===== config.mk =====
export PLATFORM = sky130hd
export DESIGN_NAME = dma_burst_arbiter
export DESIGN_NICKNAME = d
export VERILOG_FILES = /design/src/rtl/dma_arb_pkg.sv /design/src/rtl/rr_priority_picker.sv /design/src/rtl/dma_burst_arbiter.sv
export SDC_FILE = /design/constraint.sdc
export NUM_CORES = 1
export LEC_CHECK = 0
export BUFFER_PORTS_ARGS = -buffer_cell sky130_fd_sc_hd__buf_2
export CORE_AREA = 5 5 83 85
export CTS_BUF_LIST = sky130_fd_sc_hd__clkbuf_16
export CTS_CLUSTER_DIAMETER = 60
export DETAILED_ROUTE_END_ITERATION = 10
export DIE_AREA = 0 0 88 90
export GPL_TIMING_DRIVEN = 1
export PLACE_DENSITY = 0.76
export SLEW_MARGIN = 20
export SYNTH_ARGS = -nofsm -noshare
export SYNTH_HDL_FRONTEND = slang
export SYNTH_SLANG_ARGS = --single-unit
export TNS_END_PERCENT = 100

===== constraint.sdc =====
create_clock -name clk -period 2.8 [get_ports clk]
set_input_delay 0.56 -clock clk [delete_from_list [all_inputs] [get_ports clk]]
set_output_delay 0.56 -clock clk [all_outputs]
set_load 0.01 [all_outputs]

===== src/rtl/dma_arb_pkg.sv =====
// Shared definitions for the DMA burst arbiter: FSM state codes, channel
// index width helper and the FIFO words_used/full to occupancy conversion.
package dma_arb_pkg;

    localparam logic [0:0] IDLE   = 1'b0;
    localparam logic [0:0] STREAM = 1'b1;

    // Widest words_used field the count helper accepts.
    localparam int MAX_W_COUNT = 16;

    function automatic int ch_width(input int num_ch);
        return (num_ch > 1) ? $clog2(num_ch) : 1;
    endfunction

    localparam int W_CH_DEFAULT = ch_width(4);

    // A full FIFO reports words_used = 0, so the full flag supplies the top bit.
    function automatic logic [MAX_W_COUNT:0] fifo_count(
        input logic [MAX_W_COUNT-1:0] words_used,
        input logic                   full,
        input int                     w_count
    );
        if (full) begin
            return (MAX_W_COUNT+1)'(1) << w_count;
        end
        return {1'b0, words_used};
    endfunction

endpackage


===== src/rtl/rr_priority_picker.sv =====
// Combinational round-robin picker: first set request at or above ptr,
// wrapping around. Shared by full-burst and flush selection.
module rr_priority_picker
    import dma_arb_pkg::*;
#(
    parameter int NUM_CH = 4,
    parameter int W_IDX  = ch_width(NUM_CH)
) (
    input  logic [NUM_CH-1:0] req,
    input  logic [W_IDX-1:0]  ptr,
    output logic              found,
    output logic [W_IDX-1:0]  idx
);

    logic [W_IDX-1:0] cand;

    always_comb begin
        found = 1'b0;
        idx   = '0;
        cand  = '0;
        for (int i = 0; i < NUM_CH; i++) begin
            cand = W_IDX'((int'(ptr) + i) % NUM_CH);
            if (!found && req[cand]) begin
                found = 1'b1;
                idx   = cand;
            end
        end
    end

endmodule


===== src/rtl/dma_burst_arbiter.sv =====
// Round-robin burst arbiter draining NUM_CH show-ahead FIFOs into a DMA write
// engine. Optional partial-burst flush on idle timeout: define FLUSH_TIMEOUT_EN.
module dma_burst_arbiter
    import dma_arb_pkg::*;
#(
    parameter int NUM_CH    = 4,
    parameter int W_DATA    = 32,
    parameter int W_COUNT   = 8,
    parameter int BURST_LEN = 16,
    parameter int TIMEOUT   = 1024
) (
    input  logic                        clk,
    input  logic                        rst,
    input  logic [NUM_CH*W_DATA-1:0]    fifo_rd_data,
    input  logic [NUM_CH*W_COUNT-1:0]   fifo_words_used,
    input  logic [NUM_CH-1:0]           fifo_is_empty,
    input  logic [NUM_CH-1:0]           fifo_is_full,
    output logic [NUM_CH-1:0]           fifo_rd_en,
    output logic [W_DATA-1:0]           dma_data,
    output logic                        dma_valid,
    input  logic                        dma_ready,
    output logic                        dma_sop,
    output logic                        dma_eop,
    output logic [$clog2(NUM_CH)-1:0]   dma_ch,
    output logic [W_COUNT:0]            dma_len
);

    localparam int               W_CH     = ch_width(NUM_CH);
    localparam logic [W_COUNT:0] FULL_LEN = (W_COUNT+1)'(BURST_LEN);

    logic [0:0]        state;
    logic [W_CH-1:0]   ptr;
    logic [W_CH-1:0]   grant;
    logic [W_COUNT:0]  len_q;
    logic [W_COUNT:0]  beat;

    logic [W_COUNT:0]  count [NUM_CH];
    logic [NUM_CH-1:0] eligible;
    logic              full_found;
    logic [W_CH-1:0]   full_idx;
    logic              handshake;
    logic              last_beat;

    always_comb begin
        for (int c = 0; c < NUM_CH; c++) begin
            count[c]    = (W_COUNT+1)'(fifo_count(
                              MAX_W_COUNT'(fifo_words_used[c*W_COUNT +: W_COUNT]),
                              fifo_is_full[c], W_COUNT));
            eligible[c] = count[c] >= FULL_LEN;
        end
    end

    rr_priority_picker #(
        .NUM_CH (NUM_CH),
        .W_IDX  (W_CH)
    ) u_full_picker (
        .req   (eligible),
        .ptr   (ptr),
        .found (full_found),
        .idx   (full_idx)
    );

`ifdef FLUSH_TIMEOUT_EN
    localparam int W_IDLE = $clog2(TIMEOUT + 1);

    logic [NUM_CH-1:0] nonempty;
    logic              flush_found;
    logic [W_CH-1:0]   flush_idx;
    logic              flush_fire;
    logic [W_IDLE-1:0] idle_cnt;

    assign nonempty = ~fifo_is_empty;

    rr_priority_picker #(
        .NUM_CH (NUM_CH),
        .W_IDX  (W_CH)
    ) u_flush_picker (
        .req   (nonempty),
        .ptr   (ptr),
        .found (flush_found),
        .idx   (flush_idx)
    );

    // Fires on the TIMEOUT-th consecutive idle cycle with data waiting but no full burst.
    assign flush_fire = (state == IDLE) && !full_found && flush_found
                        && (idle_cnt == W_IDLE'(TIMEOUT - 1));

    always_ff @(posedge clk) begin
        if (rst || state != IDLE || full_found || !flush_found || flush_fire) begin
            idle_cnt <= '0;
        end else begin
            idle_cnt <= idle_cnt + W_IDLE'(1);
        end
    end
`else
    logic unused_cfg;
    assign unused_cfg = ^{fifo_is_empty, 32'(TIMEOUT)};
`endif

    // Reset gates the stream immediately so no beat or pop happens during it.
    assign dma_valid = (state == STREAM) && !rst;
    assign dma_data  = fifo_rd_data[int'(grant)*W_DATA +: W_DATA];
    assign handshake = dma_valid && dma_ready;
    assign last_beat = (beat == len_q - (W_COUNT+1)'(1));
    assign dma_sop   = dma_valid && (beat == '0);
    assign dma_eop   = dma_valid && last_beat;
    assign dma_ch    = grant;
    assign dma_len   = len_q;

    always_comb begin
        fifo_rd_en = '0;
        if (handshake) begin
            fifo_rd_en[grant] = 1'b1;
        end
    end

    always_ff @(posedge clk) begin
        if (rst) begin
            state <= IDLE;
            ptr   <= '0;
            grant <= '0;
            len_q <= '0;
            beat  <= '0;
        end else begin
            case (state)
                IDLE: begin
                    if (full_found) begin
                        grant <= full_idx;
                        len_q <= FULL_LEN;
                        beat  <= '0;
                        state <= STREAM;
                    end
`ifdef FLUSH_TIMEOUT_EN
                    else if (flush_fire) begin
                        grant <= flush_idx;
                        len_q <= count[flush_idx];
                        beat  <= '0;
                        state <= STREAM;
                    end
`endif
                end
                STREAM: begin
                    if (handshake) begin
                        if (last_beat) begin
                            // The channel just served drops to lowest priority.
                            ptr   <= (grant == W_CH'(NUM_CH - 1)) ? '0 : grant + W_CH'(1);
                            state <= IDLE;
                        end else begin
                            beat <= beat + (W_COUNT+1)'(1);
                        end
                    end
                end
                default: state <= IDLE;
            endcase
        end
    end

endmodule


=== After elaboration in Yosys (flattened, before gate mapping) ===
Cells that the tools add are included.

* Muxes and demuxes: 40
* Shifts and indexed selects: 1
* Reductions and logical operators: 16
* $lt $le $gt $ge: 10
* Bitwise operators: 1
* Equal/unequal tests: 5
* $add $sub $neg: 6

{| class="wikitable"
|+ Operators with widths
! cell !! number
|-
| 128-bit by 8-bit indexed part select with 32-bit output || 1
|-
| 9-bit 2-to-1 mux || 11
|-
| 9-bit by 5-bit greater-or-equal comparator with 1-bit output, second input constant || 4
|-
| 9-bit one-hot mux with 2 select lines || 1
|-
| 1-bit 2-to-1 mux || 16
|-
| 2-bit by 3-bit < comparator with 1-bit output, second input constant || 5
|-
| 2-bit 2-to-1 mux || 5
|-
| 9-bit by 1-bit adder with 9-bit output, second input constant || 1
|-
| 9-bit == test || 1
|-
| 9-bit logical NOT || 1
|-
| 1-bit binary-select mux with 2-bit select || 4
|-
| 1-bit logical AND || 8
|-
| 3-bit AND reduction || 2
|-
| 5-bit by 1-bit subtractor with 6-bit output, second input constant || 1
|-
| 2-bit by 1-bit adder with 2-bit output, second input constant || 2
|-
| 2-bit adder, second input constant || 2
|-
| 1-bit logical NOT || 4
|-
| 4-bit 2-to-1 mux || 1
|-
| 2-bit != test, second input constant || 2
|-
| 1-bit demux with 2-bit select || 1
|-
| 2-bit == test, second input constant || 1
|-
| 2-bit by 1-bit greater-or-equal comparator with 1-bit output, second input constant || 1
|-
| 2-bit by 1-bit != test with 1-bit output, second input constant || 1
|-
| 1-bit one-hot mux with 2 select lines || 1
|-
| other kinds (2) || 2
|}

* Flip-flop bits (word level): 15
* Output and inout port bits: 50
* Bits of input ports: 171

=== Depth between registers and ports, before layout ===
* Depth in word-level cells: 17
* Depth in mapped cells: 7
* Gate-level depth less buffers: 6

=== Hierarchy ===
A second synthesis with hierarchy kept.

* Cell total of the unflattened synthesis: 182
* Area, all modules: 1,854.3 um^2

{| class="wikitable"
|+ Modules (own cells, without submodules)
! module !! area each (um^2) !! sequential area each (um^2) !! instances !! cells an instance
|-
| dma_burst_arbiter || 1,776.7 || 300.3 || 1 || 167
|-
| rr_priority_picker || 77.6 || 0.0 || 1 || 15
|}

=== Worst setup path after synthesis ===
OpenSTA, ideal clock, no wires.

* Path type: reg2out
* Start: reg grant[0] (netlist: dma_ch[0])
* End: out dma_data[0]
* Data required time: 2.240 ns
* Arrival: 1.841 ns
* Buffers on the path: 2
* Cell stages (with the launch flop): 4
* Slack: 0.399 ns
* Cells stage by stage: dfxtp_1 -> clkbuf_1 -> buf_1 -> mux4_2

* Cells in the longest elaborated chain, start to end: 1

{| class="wikitable"
|+ Ends and longest elaborated chain
! item !! line !! text
|-
| start: declaration || dma_burst_arbiter.sv:33 || <nowiki>logic [W_CH-1:0] grant;</nowiki>
|-
| start signal: assignment || dma_burst_arbiter.sv:128 || <nowiki>grant <= full_idx;</nowiki>
|-
| 128-bit by 8-bit indexed part select with 32-bit output || dma_burst_arbiter.sv:102 || <nowiki>assign dma_data = fifo_rd_data[int'(grant)*W_DATA +: W_DATA];</nowiki>
|-
| end: declaration || dma_burst_arbiter.sv:19 || <nowiki>output logic [W_DATA-1:0] dma_data,</nowiki>
|}

Every way passes these cells.

=== Final worst setup path ===
* Start: reg grant[0] (netlist: dma_ch[0])
* End: out dma_data[13]

The elaborated chain is that of the path after synthesis.

==> impl_metrics.toml <==
[run_status]
status = "completed"

[clock_network]
ctsHoldBuffers = 0
cts_tree = "yes"
ctsResizeCount = 0
clk_pin_slew_ps = 50
cts_made_buffers = 3
cts_max_path_buffers = 2
clock_latency_ps = 250
post_cts_buffers = 0
htreeDepth = 1
clkSinkCount = 15
clock-root-buffer = "clkbuf_16"

[floorplan]
num_rows = 29
initial_core_util_pct = 30.3
dieWidth_um = 88
die_y_um = 90
core_area_um2 = 6130
io-pin-count = 221
die_area_um2 = 7920

[global_route]
track_usage_pct = 19.7
antenna_found_initial = 0
grt_pass1_wl_um = 12200
grt_pass1_vias = 2445
overflow = 0
grt_max_degree = 22

[finish]
nFillCells = 607
syn_to_final_growth_pct = 59.5
drive_above_1_share_pct = 67.8
finish.net_count = 538

[setup_path]
reg2reg_slack_ps = 810
cp-start-kind = "flop"
reg2reg_from = "beat[5]"
critPathMaxFanout = 21
arrival_ps = 1910
worstRegToRegCells = 5
crit_path_end_kind = "output pin"
setup.worst_path.class = "reg2out"
cp.required_ps = 2240
reg2reg_to = "beat[3]"

[synthesis]
ys_seq_area_share_pct = 16.2
synth-seq-cells = 15
synthArstFlopShare_pct = 0
ys.flop_type = "dfxtp_1"
ys_warn_count = 0
synth.distinct_cells = 48
yosysTopAreaCell = "mux4_2"
synth_edf_count = 0
syn_area_um2 = 1860
synth_area_leaders = "mux4_2, dfxtp_1, ha_1"
yosysTopAreaCellShare_pct = 38.8
syn_inst = 173
syn_avg_cell_area_um2 = 10.7

[sta]
min_period_ps = 2470
whs_ps = 481
fmax_ghz = 0.405
finalWorstSetupSlack_ps = 330
rsz0062_at_grt = "false"
clock_skew_ps = 3.78
setup_tns_ps = 0
fin_crit_sh_pct = 88.2
hold_violations = 0
relSlewSlack_pct = 53.1
finalSetupViolCount = 0
slew_viol_final = 0
worstMarginPinSlew_ps = 694

[pwr]
p_per_area_nw_per_um2 = 254
peakVddDrop_mv = 0.366
leakagePower_nw = 1.40

[job]
cap_violations = 0

[routing]
drc = 0
drt_iter0_drc = 86
wl_per_cell_um = 18.5
met1_length_um = 2880
routed_wl_um = 8120
vias_per_cell = 5.08
antenna_left = 0
drtPass1Iterations = 4
wl_met2_um = 4330
highest_layer = "met4"
met3_length_um = 792
vias = 2227

[placed_design]
place_ws_ps = 346
numPortBuffers = 192
place_congestion = 0.855
hpwl_um = 7150

[hold_path]
hold_class = "reg2reg"
hp-start = "ptr[0]"
min_path_cells = 2
min_to = "ptr[0]"
==> final cells by class <==
cell class	instances	area (µm²)	area share, %
clock buffers	3	75.1	2.53
multi-input cells	134	1440	48.4
inverters	10	37.5	1.27
clock inverters	1	5.00	0.169
well taps	77	96.3	3.25
flip-flops and latches	15	302	10.2
diodes	1	2.50	0.0844
repair buffers	197	1010	34.1
==> cells by family (layout without fill, tap and decap cells) <==
group	count (synthesis)	count (layout)	synth area share (%)
buf+inv	31	211	8.01
xor+xnor	1	1	0.471
fa+ha+maj	6	6	4.04
other cells	1	9	0.202
compound gates	31	31	15.1
simple gates	56	56	17.3
flops	15	15	16.2
mux	32	32	38.8
==> flip-flops by register name, summed over array words and instances, names as in the netlist <==
name	count
beat	9
dma_ch	2
dma_len	1
ptr	2
state	1
==> cell usage in the layout (no fill, tap or decap), types with 2 or more instances in the layout <==
| master | netlist | routed |
|---|---|---|
| nor2_1 | 8 | 8 |
| a41oi_1 | 2 | 2 |
| and4_1 | 2 | 2 |
| nand4_1 | 2 | 2 |
| and2_1 | 7 | 7 |
| conb_1 | 1 | 8 |
| nand2b_1 | 3 | 3 |
| buf_2 | 2 | 192 |
| a21oi_1 | 7 | 7 |
| nand2_1 | 8 | 8 |
| and3_1 | 3 | 3 |
| nand3_1 | 7 | 7 |
| or4_1 | 3 | 3 |
| buf_4 | 8 | 4 |
| mux4_2 | 32 | 32 |
| dfxtp_1 | 15 | 14 |
| nor4_1 | 4 | 4 |
| ha_1 | 6 | 6 |
| nor3_1 | 2 | 2 |
| clkbuf_16 | 0 | 3 |
| a311oi_2 | 3 | 3 |
| a41o_1 | 2 | 2 |
| inv_1 | 10 | 10 |
| o21ai_0 | 2 | 2 |
==> how the worst max path moves through the flow <==
stage / slack, ps / end / from
final: 330 / dma_data[13] / dma_ch[0]
after global placement: 410 / beat[0] / fifo_words_used[29]
after global routing: 180 / dma_data[13] / dma_ch[0]
after CTS: 280 / dma_data[31] / dma_ch[0]
after detailed placement: 350 / beat[1] / fifo_words_used[29]
after floorplan: 400 / dma_data[0] / dma_ch[0]
==> metal layers <==
layer | vias up | track usage, %
li1 | 1053 | -
met1 | 1062 | 21.5
met2 | 99 | 37.1
met3 | 13 | 5.48
met4 | 0 | 3.45
met5 | - | 0
==> critical path: stages (launching register included) <==
cell     delay, ps
dfxtp_2        690
buf_12         270
mux4_2         530
buf_2          160
==> power by group <==
group          switching (mW)  internal, mW  leakage (nW)
clock                  0.0948         0.191        0.0409
combinational           0.101         0.144          1.24
sequential            0.00528         0.217         0.122
total                   0.201         0.552          1.40
==> Yosys cell counts (2+ instances only) <==
master	instances
nor2_1	8
clkbuf_1	10
o21ai_0	2
nand2b_1	3
nor3_1	2
buf_2	2
and4_1	2
ha_1	6
buf_4	8
inv_1	10
a41o_1	2
a21oi_1	7
a41oi_1	2
and2_1	7
or4_1	3
mux4_2	32
and3_1	3
nand2_1	8
nand4_1	2
nand3_1	7
a311oi_2	3
dfxtp_1	15
nor4_1	4
==> per-stage QoR <==
stage               cell area (µm²)  instances  total power, mW  utilization [%]
floorplan                      1890        180            0.331                -
global placement               2880        433            0.464             47.0
detailed placement             2880        433            0.472             47.0
CTS                            2960        437            0.758             48.3
global route                   2960        437            0.795             48.3
finish                         2970        438            0.753             48.4
Note: power is estimated with default switching activity, not from simulation.
